`config.mk`:
```
export PLATFORM = sky130hd
export DESIGN_NAME = serial_rx_deframer_flat
export DESIGN_NICKNAME = d
export VERILOG_FILES = /design/src/rtl/serial_rx_deframer_if.sv /design/src/rtl/serial_rx_deframer.sv /design/src/flat_wrapper.sv
export SDC_FILE = /design/constraint.sdc
export NUM_CORES = 1
export LEC_CHECK = 0
export ABC_CLOCK_PERIOD_IN_PS = 6300
export BUFFER_PORTS_ARGS = -buffer_cell sky130_fd_sc_hd__buf_4
export CAP_MARGIN = 20
export CORE_UTILIZATION = 35
export CTS_BUF_LIST = sky130_fd_sc_hd__clkbuf_16
export DETAILED_ROUTE_END_ITERATION = 16
export PLACE_DENSITY = 0.61
export SYNTH_ARGS = -nofsm -noshare
export SYNTH_HDL_FRONTEND = slang
export SYNTH_SLANG_ARGS = --single-unit
```
`constraint.sdc`:
```
create_clock -name clk_clk -period 6.3 [get_ports clk_clk]
set_input_delay 0 -clock clk_clk [delete_from_list [all_inputs] [get_ports clk_clk]]
set_output_delay 0 -clock clk_clk [all_outputs]
set_load 0.03 [all_outputs]
```
`src/rtl/serial_rx_deframer_if.sv`:
```
// Avalon-ST byte stream carrying deframed payload, with packet delimiters and error flag.
interface serial_rx_deframer_if;
   logic [7:0] out_data;
   logic       out_valid;
   logic       out_ready;
   logic       out_startofpacket;
   logic       out_endofpacket;
   logic       out_error;

   modport master (
      output out_data, out_valid, out_startofpacket, out_endofpacket, out_error,
      input  out_ready
   );

   modport slave (
      input  out_data, out_valid, out_startofpacket, out_endofpacket, out_error,
      output out_ready
   );
endinterface

```
`src/rtl/serial_rx_deframer.sv`:
```
// Serial receive deframer: sync hunt, LEN/payload/checksum parsing, payload FIFO
// onto Avalon-ST, and saturating good/bad frame statistics.
module serial_rx_deframer #(
   parameter logic [31:0] SYNC_WORD  = 32'hA5C3_3C5A,
   parameter int          FIFO_DEPTH = 16,
   parameter int          CNT_W      = 16
) (
   input  logic                 clk_clk,
   input  logic                 reset_reset_n,
   input  logic                 serial_data,
   input  logic                 bit_valid,
   input  logic                 clear_stats,
   serial_rx_deframer_if.master st,
   output logic                 locked,
   output logic [CNT_W-1:0]     good_frames,
   output logic [CNT_W-1:0]     bad_frames,
   output logic                 overflow,
   output logic [7:0]           led_readdata
);
   localparam int AW = $clog2(FIFO_DEPTH);

   typedef enum logic [1:0] {
      ST_HUNT    = 2'd0,
      ST_LEN     = 2'd1,
      ST_PAYLOAD = 2'd2,
      ST_CSUM    = 2'd3
   } state_t;

   function automatic logic [7:0] csum_add(input logic [7:0] a, input logic [7:0] b);
      return a + b;
   endfunction

   state_t       state_r, state_s;
   logic [31:0]  shift_r, shift_s, shifted_s;
   logic [2:0]   bit_cnt_r, bit_cnt_s;
   logic [7:0]   len_r, len_s, byte_cnt_r, byte_cnt_s, sum_r, sum_s, held_r, held_s, byte_s;
   logic         push_r, push_s;
   logic [10:0]  push_entry_r, push_entry_s;
   logic         frame_done_s, frame_ok_s;

   logic [10:0]  mem_r [FIFO_DEPTH];
   logic [AW-1:0] wr_ptr_r, rd_ptr_r;
   logic [AW:0]  count_r;
   logic         empty_s, full_s, pop_s, wr_en_s, drop_s;
   logic [10:0]  head_s;

   logic [CNT_W-1:0] good_r, bad_r;
   logic             ovf_r;

   assign shifted_s = {shift_r[30:0], serial_data};
   assign byte_s    = {shift_r[6:0], serial_data};

   // Next-state and datapath decode; every field completes on its eighth strobed bit
   always_comb begin
      state_s      = state_r;
      shift_s      = shift_r;
      bit_cnt_s    = bit_cnt_r;
      len_s        = len_r;
      byte_cnt_s   = byte_cnt_r;
      sum_s        = sum_r;
      held_s       = held_r;
      push_s       = 1'b0;
      push_entry_s = push_entry_r;
      frame_done_s = 1'b0;
      frame_ok_s   = 1'b0;
      if (bit_valid) begin
         shift_s   = shifted_s;
         bit_cnt_s = bit_cnt_r + 3'd1;
         case (state_r)
            ST_HUNT: begin
               if (shifted_s == SYNC_WORD) begin
                  state_s   = ST_LEN;
                  bit_cnt_s = 3'd0;
               end else begin
                  state_s = ST_HUNT;
               end
            end
            ST_LEN: begin
               if (bit_cnt_r == 3'd7) begin
                  len_s      = byte_s;
                  sum_s      = byte_s;
                  byte_cnt_s = byte_s;
                  state_s    = (byte_s == 8'd0) ? ST_CSUM : ST_PAYLOAD;
               end else begin
                  state_s = ST_LEN;
               end
            end
            ST_PAYLOAD: begin
               if (bit_cnt_r == 3'd7) begin
                  sum_s      = csum_add(sum_r, byte_s);
                  byte_cnt_s = byte_cnt_r - 8'd1;
                  // The final byte waits for the checksum so it can carry eop/err
                  if (byte_cnt_r == 8'd1) begin
                     held_s  = byte_s;
                     state_s = ST_CSUM;
                  end else begin
                     push_s       = 1'b1;
                     push_entry_s = {1'b0, 1'b0, (byte_cnt_r == len_r), byte_s};
                  end
               end else begin
                  state_s = ST_PAYLOAD;
               end
            end
            ST_CSUM: begin
               if (bit_cnt_r == 3'd7) begin
                  frame_done_s = 1'b1;
                  frame_ok_s   = (byte_s == sum_r);
                  push_s       = (len_r != 8'd0);
                  push_entry_s = {~frame_ok_s, 1'b1, (len_r == 8'd1), held_r};
                  shift_s      = 32'd0;
                  state_s      = ST_HUNT;
               end else begin
                  state_s = ST_CSUM;
               end
            end
            default: begin
               state_s = ST_HUNT;
            end
         endcase
      end else begin
         shift_s = shift_r;
      end
   end

   // Framer state and datapath registers
   always_ff @(posedge clk_clk) begin
      if (!reset_reset_n) begin
         state_r      <= ST_HUNT;
         shift_r      <= 32'd0;
         bit_cnt_r    <= 3'd0;
         len_r        <= 8'd0;
         byte_cnt_r   <= 8'd0;
         sum_r        <= 8'd0;
         held_r       <= 8'd0;
         push_r       <= 1'b0;
         push_entry_r <= 11'd0;
      end else begin
         state_r      <= state_s;
         shift_r      <= shift_s;
         bit_cnt_r    <= bit_cnt_s;
         len_r        <= len_s;
         byte_cnt_r   <= byte_cnt_s;
         sum_r        <= sum_s;
         held_r       <= held_s;
         push_r       <= push_s;
         push_entry_r <= push_entry_s;
      end
   end

   assign empty_s = (count_r == {(AW+1){1'b0}});
   assign full_s  = (count_r == (AW+1)'(FIFO_DEPTH));
   assign pop_s   = ~empty_s & st.out_ready;
   // A pop frees the slot in the same cycle, so a full FIFO can still accept
   assign wr_en_s = push_r & (~full_s | pop_s);
   assign drop_s  = push_r & full_s & ~pop_s;

   // FIFO storage; unwritten entries are never observed because outputs are gated by empty
   always_ff @(posedge clk_clk) begin
      if (wr_en_s) begin
         mem_r[wr_ptr_r] <= push_entry_r;
      end
   end

   // FIFO pointers and occupancy
   always_ff @(posedge clk_clk) begin
      if (!reset_reset_n) begin
         wr_ptr_r <= {AW{1'b0}};
         rd_ptr_r <= {AW{1'b0}};
         count_r  <= {(AW+1){1'b0}};
      end else begin
         if (wr_en_s) wr_ptr_r <= wr_ptr_r + {{(AW-1){1'b0}}, 1'b1};
         if (pop_s)   rd_ptr_r <= rd_ptr_r + {{(AW-1){1'b0}}, 1'b1};
         case ({wr_en_s, pop_s})
            2'b10:   count_r <= count_r + {{AW{1'b0}}, 1'b1};
            2'b01:   count_r <= count_r - {{AW{1'b0}}, 1'b1};
            default: count_r <= count_r;
         endcase
      end
   end

   // Frame statistics; clear_stats takes priority over a coincident increment
   always_ff @(posedge clk_clk) begin
      if (!reset_reset_n) begin
         good_r <= {CNT_W{1'b0}};
         bad_r  <= {CNT_W{1'b0}};
         ovf_r  <= 1'b0;
      end else if (clear_stats) begin
         good_r <= {CNT_W{1'b0}};
         bad_r  <= {CNT_W{1'b0}};
         ovf_r  <= 1'b0;
      end else begin
         if (frame_done_s && frame_ok_s && (good_r != {CNT_W{1'b1}}))
            good_r <= good_r + CNT_W'(1);
         if (frame_done_s && !frame_ok_s && (bad_r != {CNT_W{1'b1}}))
            bad_r <= bad_r + CNT_W'(1);
         if (drop_s)
            ovf_r <= 1'b1;
      end
   end

   // Output decode from registered FIFO head
   always_comb begin
      head_s = 11'd0;
      if (!empty_s) begin
         head_s = mem_r[rd_ptr_r];
      end else begin
         head_s = 11'd0;
      end
   end

   assign st.out_valid         = ~empty_s;
   assign st.out_data          = head_s[7:0];
   assign st.out_startofpacket = head_s[8];
   assign st.out_endofpacket   = head_s[9];
   assign st.out_error         = head_s[10];
   assign locked               = (state_r != ST_HUNT);
   assign good_frames          = good_r;
   assign bad_frames           = bad_r;
   assign overflow             = ovf_r;
   assign led_readdata         = good_r[7:0];
endmodule

```
`src/flat_wrapper.sv`:
```
// flat-port wrapper written by rule: the top's interface ports become plain ports
module serial_rx_deframer_flat 
#(
   parameter logic [31:0] SYNC_WORD  = 32'hA5C3_3C5A,
   parameter int          FIFO_DEPTH = 16,
   parameter int          CNT_W      = 16
)
  (clk_clk, reset_reset_n, serial_data, bit_valid, clear_stats, locked, good_frames, bad_frames, overflow, led_readdata, st_out_data, st_out_valid, st_out_startofpacket, st_out_endofpacket, st_out_error, st_out_ready);
  serial_rx_deframer_if st_i ();
  input  logic clk_clk;
  input  logic reset_reset_n;
  input  logic serial_data;
  input  logic bit_valid;
  input  logic clear_stats;
  output logic locked;
  output logic [CNT_W-1:0] good_frames;
  output logic [CNT_W-1:0] bad_frames;
  output logic overflow;
  output logic [7:0] led_readdata;
  output wire logic [$bits(st_i.out_data)-1:0] st_out_data;
  output wire logic [$bits(st_i.out_valid)-1:0] st_out_valid;
  output wire logic [$bits(st_i.out_startofpacket)-1:0] st_out_startofpacket;
  output wire logic [$bits(st_i.out_endofpacket)-1:0] st_out_endofpacket;
  output wire logic [$bits(st_i.out_error)-1:0] st_out_error;
  input wire logic [$bits(st_i.out_ready)-1:0] st_out_ready;
  assign st_out_data = st_i.out_data;
  assign st_out_valid = st_i.out_valid;
  assign st_out_startofpacket = st_i.out_startofpacket;
  assign st_out_endofpacket = st_i.out_endofpacket;
  assign st_out_error = st_i.out_error;
  assign st_i.out_ready = st_out_ready;
  serial_rx_deframer #(.SYNC_WORD(SYNC_WORD), .FIFO_DEPTH(FIFO_DEPTH), .CNT_W(CNT_W)) u_core (.clk_clk(clk_clk), .reset_reset_n(reset_reset_n), .serial_data(serial_data), .bit_valid(bit_valid), .clear_stats(clear_stats), .st(st_i), .locked(locked), .good_frames(good_frames), .bad_frames(bad_frames), .overflow(overflow), .led_readdata(led_readdata));
endmodule
```
==> results of run 1 <==
[logic make-up after synthesis]
logic type / Yosys count
fa+ha+maj: 21
buf+inv: 84
compound gates: 127
xor+xnor: 44
mux: 91
flops: 306
simple gates: 342
[power by group]
part / internal [mW] / switching [mW] / total, mW
combinational: 0.143 / 0.194 / 0.337
sequential: 2.11 / 0.0390 / 2.15
clock: 0.930 / 0.734 / 1.66
[state kept, by name, summed over array words and instances (netlist names), 8 cells and up, named ones only]
register and count:
u_core.mem_r 176, u_core.shift_r 31, u_core.bad_frames 16, u_core.good_frames 16, u_core.push_entry_r 11, u_core.byte_cnt_r 8, u_core.held_r 8, u_core.len_r 8
u_core.sum_r 8
[synthesized netlist by cell type, types with 24 or more instances]
library cell,n
clkbuf_1,40
edfxtp_1,176
dfxtp_1,130
mux2i_1,36
and2_1,24
o21ai_0,30
nor2_1,95
mux4_2,55
nand2_1,75
a21boi_0,25
nand3_1,52
[metal layers]
layer	wire length, um	vias up	global-route usage	part of all wire
li1	-	3855	-	-
met1	12800	3953	0.200	0.47
met2	12600	157	0.226	0.47
met3	1020	37	0.0181	0.038
met4	586	0	0.0367	0.022
met5	0	-	0	0
[final cells by class]
cell class	instances	area, sq um
clock inverter	27	153
multi-input combinational	625	4850
sequential	306	7890
clock buffer	31	776
timing repair buffer	83	651
inverter	16	60.1
tap	468	586
fill	3411	21700
[metrics by stage]
stage          hold WS [ns]   util  power, mW  instance area (sq um)
2_1_floorplan         0.156      -       2.46                  13100
3_3_place_gp          0.339  0.379       2.53                  13900
3_5_place_dp          0.357  0.381       2.54                  14000
4_1_cts              0.0250  0.407       4.21                  15000
5_1_grt              0.0718  0.408       4.32                  15000
6_report             0.0351  0.408       4.15                  15000
[worst max path at each step]
stage	endpoint
finish	st_out_data[7]
global route	st_out_data[7]
CTS	st_out_data[7]
detailed placement	u_core.bad_frames[15]$_SDFFE_PP0P_
global placement	u_core.byte_cnt_r[3]$_SDFFE_PN0P_
floorplan	u_core.count_r[4]$_SDFFE_PN0P_
[worst max-delay path: cells and delay by family, from the launching register on]
kind,cells,cell delay (ns)
mux,2,1.09
buf+inv,2,0.73
simple gates,1,0.17
flops,1,0.75
==> impl_results.md, run 1 <==
- Status: finished, final reports clean
- Die extent in x: 195 um
- Post-Syn Nets: 1042
- Max-cap viol count: 0
- Crit Path Category: reg -> out
- Via count: 8002
- Synth top area share: 0.404
- Pre-CTS WS: 3.40 ns
- RSZ-0062 raised after global routing: false
- CP cell instances: buf_4 > mux4_2 > mux4_2 > and2_1 > buf_4
- Global placement routability congestion: 0.737
- Commonest non-fill, non-tap cells in the layout: edfxtp_1, dfxtp_1, nor2_1
- Total Die Area: 38200 sq um
- Xor/xnor share of the synthesized area: 0.0294
- Pwr per Cell Area: 277 nW/um^2
- Vias per inst: 5.14
- Worst hold start: clear_stats
- Ys flop type: edfxtp_1
- Clock Tree Root: clkbuf_16
- Drt pass-1 iters: 4
- Number of global-route vias before repair: 7692
- Critical Path AT: 3.34 ns
- CTS tree: yes
- Min Clock Period, post-route: 3.34 ns
- Initial Util: 0.357
- Initial antenna violation count: 0
- Fin Clk Skew: 0.0135 ns
- HPWL after DPL: 17.5 mm
- Worst-Skew Late Latency: 0.57 ns
- Postcts setup bufs: 0
- Antenna-violating nets left: 0
- Routed len/inst: 17.3 um
- Layout cells sized above 1: 0.172
- Fmax: 299 MHz
- Core area: 36700 sq um
- Post-Syn Instances: 1015
- TritonCTS Buffers: 31
- Final hold violations: 0
- Setup TNS: 0 ns
- Worst EP required: 6.30 ns
- # port buffers: 59
- Finished Layout Cells: 1556
- Kind of end point of the critical path: output port
- Main combinational cell family by area after synthesis: simple AND/OR/NAND/NOR gates
- Seq/Total Area, Yosys: 0.603
- Seq cells post-synth: 306
- Max IR drop VDD: 203 uV
- Top Ports: 60
- EDFF count, synth: 176
- Hold path endpoint: u_core.good_frames[8]$_SDFFE_PP0P_
- Synth Area in Compound Gates: 0.0686
- Ant diodes: 0
- Post-Synth Simple-Gate Area: 0.128
- Least-Margin Pin Slew: 1.08 ns
- Mapped Area: 13100 sq um
- Hold-critical path depth: 4
- Post-route clock period utilization: 0.531
- CTS max path bufs: 3
- Largest stage delay, worst path: 0.75 ns
- Post-synthesis area per instance: 12.9 sq um
- Post-synth top area cell: edfxtp_1
- Die Y: 195 um
- Nets: 1090
- Num Clock Sinks: 306
- Syn-to-layout area delta: 14.3%
- Rows: 70
- PostCTS Resize Cnt: 0
- FF-to-FF path depth: 8
- Count of final setup violators: 0
- Worst r2r src: u_core.bit_cnt_r[0]$_SDFFE_PN0P_
- Synth Area in Adders: 0.0206
- Max stage delay cell, worst path: dfxtp_2
- Worst Hold Class: in -> reg
- Max-slew violation count: 0
- Distinct cell type count after synthesis: 61
- Worst Setup Start Kind: flop
- 1st-iter DRT viols: 609
- Post-route DRC: 0
- R2R Path End: u_core.byte_cnt_r[0]$_SDFFE_PN0P_
- Ys Warns: 0
- Final wirelength: 26.9 mm
- H-tree depth: 1
- Static Leak: 5.70 nW
- Rel. slew slack: 0.275
- Placed Cells: 1491
- Setup WS post-layout: 2.96 ns
- Post-synth ARST share: 0
- R2R Setup Slk: 3.37 ns
- Overall Global Routing Usage: 0.141
- Synth area leaders: edfxtp_1, dfxtp_1, mux4_2
- First-pass GRT wire length: 43.4 mm
- Clk slew on worst S/H paths: 0.06 ns
- Largest net degree at the start of global routing: 69
- Most common cell after layout, fill and taps aside: edfxtp_1
- Mux share of post-synthesis cell area: 0.122
- CP Max Fanout: 27
- Grt ovf: 0
- Hold Buf Count CTS: 5
Note: power is estimated with default switching activity, not from simulation.
==> run 2, diff against run 1 <==
--- a/config.mk
+++ b/config.mk
@@ -5,7 +5,7 @@
 export SDC_FILE = /design/constraint.sdc
 export NUM_CORES = 1
 export LEC_CHECK = 0
-export ABC_CLOCK_PERIOD_IN_PS = 6300
+export ABC_CLOCK_PERIOD_IN_PS = 3300
 export BUFFER_PORTS_ARGS = -buffer_cell sky130_fd_sc_hd__buf_4
 export CAP_MARGIN = 20
 export CORE_UTILIZATION = 35
==> constraint.sdc (replaced) <==
create_clock -name clk_clk -period 3.3 [get_ports clk_clk]
set_input_delay 0 -clock clk_clk [delete_from_list [all_inputs] [get_ports clk_clk]]
set_output_delay 0 -clock clk_clk [all_outputs]
set_load 0.03 [all_outputs]
==> run 2 against run 1 <==
Net effect: via count shrank 0.66%; combinational power grew 97%; sequential share of layout area shrank 0.63 points; register-to-register slack lost 2.7 ns; critical path depth is the same; final cell count grew 0.45%; sequential cell count is the same; utilization grew 0.49 points; critical endpoint is now st_out_endofpacket; largest cell class unchanged.
==> impl_results.md, run 2 (same netlist as run 1, synthesis figures left out) <==
- Most common cell after layout, fill and taps aside: edfxtp_1
- Count of final setup violators: 0 (unchanged)
- R2R Setup Slk: 0.64 ns (-2.73 ns)
- Largest net degree at the start of global routing: 69 (unchanged)
- Post-route clock period utilization: 0.829
- Top reg by flops: u_core.mem_r
- Least-Margin Pin Slew: 1.04 ns (-0.0446 ns)
- Post-route DRC: 0 (unchanged)
- Postcts setup bufs: 0 (unchanged)
- Global placement routability congestion: 0.806 (+9.4%)
- Final hold violations: 0 (unchanged)
- Core area: 36700 sq um (unchanged)
- Final instance area: 15100 sq um (+1.2%)
- R2R Path End: u_core.good_frames[13]$_SDFFE_PP0P_
- CTS tree: yes
- Worst Hold Class: in -> reg
- Top Ports: 60 (unchanged)
- TritonCTS Buffers: 34 (+9.7%)
- Rows: 70 (unchanged)
- Logic gate share of total power: 0.079 (-0.002)
- H-tree depth: 2 (+1)
- Fin Clk Skew: 0.0240 ns (+0.0105 ns)
- Fmax: 366 MHz
- Pre-CTS WS: 0.668 ns (-2.73 ns)
- Total Die Area: 38200 sq um (unchanged)
- Worst hold start: reset_reset_n
- FF-to-FF path depth: 7 (-1)
- First-pass GRT wire length: 43.0 mm (-0.87%)
- CP Max Fanout: 23 (-15%)
- Worst EP required: 3.30 ns (-3.00 ns)
- Max IR drop VDD: 390 uV (+93%)
- Drt pass-1 iters: 5 (+1)
- Final hold slack: 0.0347 ns (-0.000397 ns)
- Number of global-route vias before repair: 7938 (+3.2%)
- Pwr per Cell Area: 551 nW/um^2 (+99%)
- Ant diodes: 0 (unchanged)
- Setup TNS: 0 ns (unchanged)
- Total area of sequential cells: 7890 sq um (unchanged)
- Grt ovf: 0 (unchanged)
- Largest register FFs: 176 (unchanged)
- Worst r2r src: u_core.shift_r[5]$_SDFFE_PN0P_
- Final wirelength: 26.5 mm (-1.5%)
- Routed len/inst: 17.0 um (-2.0%)
- Num Clock Sinks: 306 (unchanged)
- Crit Path Category: reg -> out
- 1st-iter DRT viols: 564 (-7.4%)
- Clock Tree Root: clkbuf_16
- RSZ-0062 raised after global routing: false
- Hold-critical path depth: 2 (-2)
- Fill cell total of the finished layout: 3413 (+0.059%)
- Antenna-violating nets left: 0 (unchanged)
- Switching fraction of total power: 0.235 (+0.00155)
- Die Y: 195 um (unchanged)
- Switch Pwr: 1.96 mW (+100%)
- Max stage delay cell, worst path: dfxtp_2
- Hold path endpoint: u_core.push_entry_r[3]$_SDFFE_PN0P_
- Die extent in x: 195 um (unchanged)
- PostCTS Resize Cnt: 0 (unchanged)
- Syn-to-layout area delta: 15.7%
- Max-cap viol count: 0 (unchanged)
- Top Registers: u_core.mem_r: 176 flops, u_core.shift_r: 31 flops
- Worst-Skew Late Latency: 0.53 ns (-0.04 ns)
- # port buffers: 59 (unchanged)
- Initial Util: 0.357 (unchanged)
- Critical Path AT: 2.74 ns (-0.60 ns)
- Largest stage delay, worst path: 0.77 ns (+0.02 ns)
- Clock share of power: 0.429 (+0.028)
- P_int: 6.39 mW (+100%)
- Vias per inst: 5.09 (-1.1%)
- Multi-input gate area: 4850 sq um (unchanged)
- Initial antenna violation count: 0 (unchanged)
- Placed cell areas: 14000 sq um (+0.50%)
- HPWL after DPL: 17.1 mm (-2.1%)
- Max-slew violation count: 0 (unchanged)
- Commonest non-fill, non-tap cells in the layout: edfxtp_1, dfxtp_1, nor2_1
- Nets: 1098 (+0.73%)
- Overall Global Routing Usage: 0.140 (-0.000271)
- Status: finished, final reports clean
- Rel. slew slack: 0.305 (+0.0299)
- Layout cells sized above 1: 0.183 (+0.0108)
- Kind of end point of the critical path: output port
- Reg power frac: 0.491 (-0.027)
- CTS max path bufs: 3 (unchanged)
- Min Clock Period, post-route: 2.74 ns
- Via count: 7949 (-0.66%)
- Worst Setup Start Kind: flop
- CP cell instances: buf_12 > mux4_2 > mux4_2 > and2_1 > buf_4
- Most used cell, CP: mux4_2
- Setup WS post-layout: 0.565 ns (-2.39 ns)
- Clk slew on worst S/H paths: 0.06 ns (about the same)
- Static Leak: 5.78 nW (+1.5%)
[run 2: cell count changes in the layout (fill, tap and decap cells not counted)]
| cell | before | now |
|---|---|---|
| buf_4 | 74 | 83 |
| clkinv_1 | 9 | 8 |
| dlygate4sd3_1 | 5 | 3 |
| clkinvlp_4 | 1 | 0 |
| inv_1 | 27 | 24 |
| clkbuf_16 | 31 | 36 |
| buf_12 | 0 | 2 |
| buf_6 | 4 | 0 |
| clkinv_8 | 0 | 1 |
| inv_16 | 1 | 2 |
[run 2: metrics by stage]
stage,power [mW],cells,utilization
after floorplan,4.69,1015,-
after global placement,4.85,1499,0.383
after detailed placement,4.86,1499,0.383
after CTS,8.47,1562,0.413
after global routing,8.69,1563,0.413
final,8.35,1563,0.413
[run 2: final cells by class]
type | instances | share of cell area
sequential | 306 | 0.521
multi-input combinational | 625 | 0.320
clock buffer | 36 | 0.0595
timing repair buffer | 88 | 0.0458
tap | 468 | 0.0387
clock inverter | 24 | 0.0110
inverter | 16 | 0.00396
[run 2: what timing repair did]
item,CTS,global route
hold buffers,3,0
hold endpoints to repair,12,0
setup endpoints to repair,0,0
[run 2: worst max path at each step]
stage,startpoint,to
2_1_floorplan,u_core.count_r[1]$_SDFFE_PN0P_,u_core.count_r[4]$_SDFFE_PN0P_
5_1_grt,u_core.count_r[1]$_SDFFE_PN0P_,u_core.count_r[4]$_SDFFE_PN0P_
6_report,flop,st_out_endofpacket
3_3_place_gp,u_core.shift_r[5]$_SDFFE_PN0P_,u_core.good_frames[13]$_SDFFE_PP0P_
4_1_cts,flop,st_out_data[3]
3_5_place_dp,u_core.shift_r[5]$_SDFFE_PN0P_,u_core.good_frames[13]$_SDFFE_PP0P_
[run 2: power by group through the flow]
stage / clock, mW / sequential (mW) / combinational [mW]
2_1_floorplan: 0 / 4.14 / 0.553
3_3_place_gp: 0 / 4.18 / 0.670
3_5_place_dp: 0 / 4.18 / 0.677
4_1_cts: 3.69 / 4.10 / 0.683
5_1_grt: 3.85 / 4.11 / 0.737
6_report: 3.58 / 4.10 / 0.663
[run 2: worst max-delay path, delay by kind of cell (launching register included)]
family        cells  cell delay [ns]
buf+inv           2             0.43
mux               2             0.84
flops             1             0.77
simple gates      1             0.17
[run 2: layer usage]
metal / up-vias / GRT usage / share of wire
met5: - / 0 / 0
met4: 0 / 0.0408 / 0.019
met3: 40 / 0.0226 / 0.039
met2: 154 / 0.232 / 0.48
met1: 3886 / 0.189 / 0.46
li1: 3869 / - / -
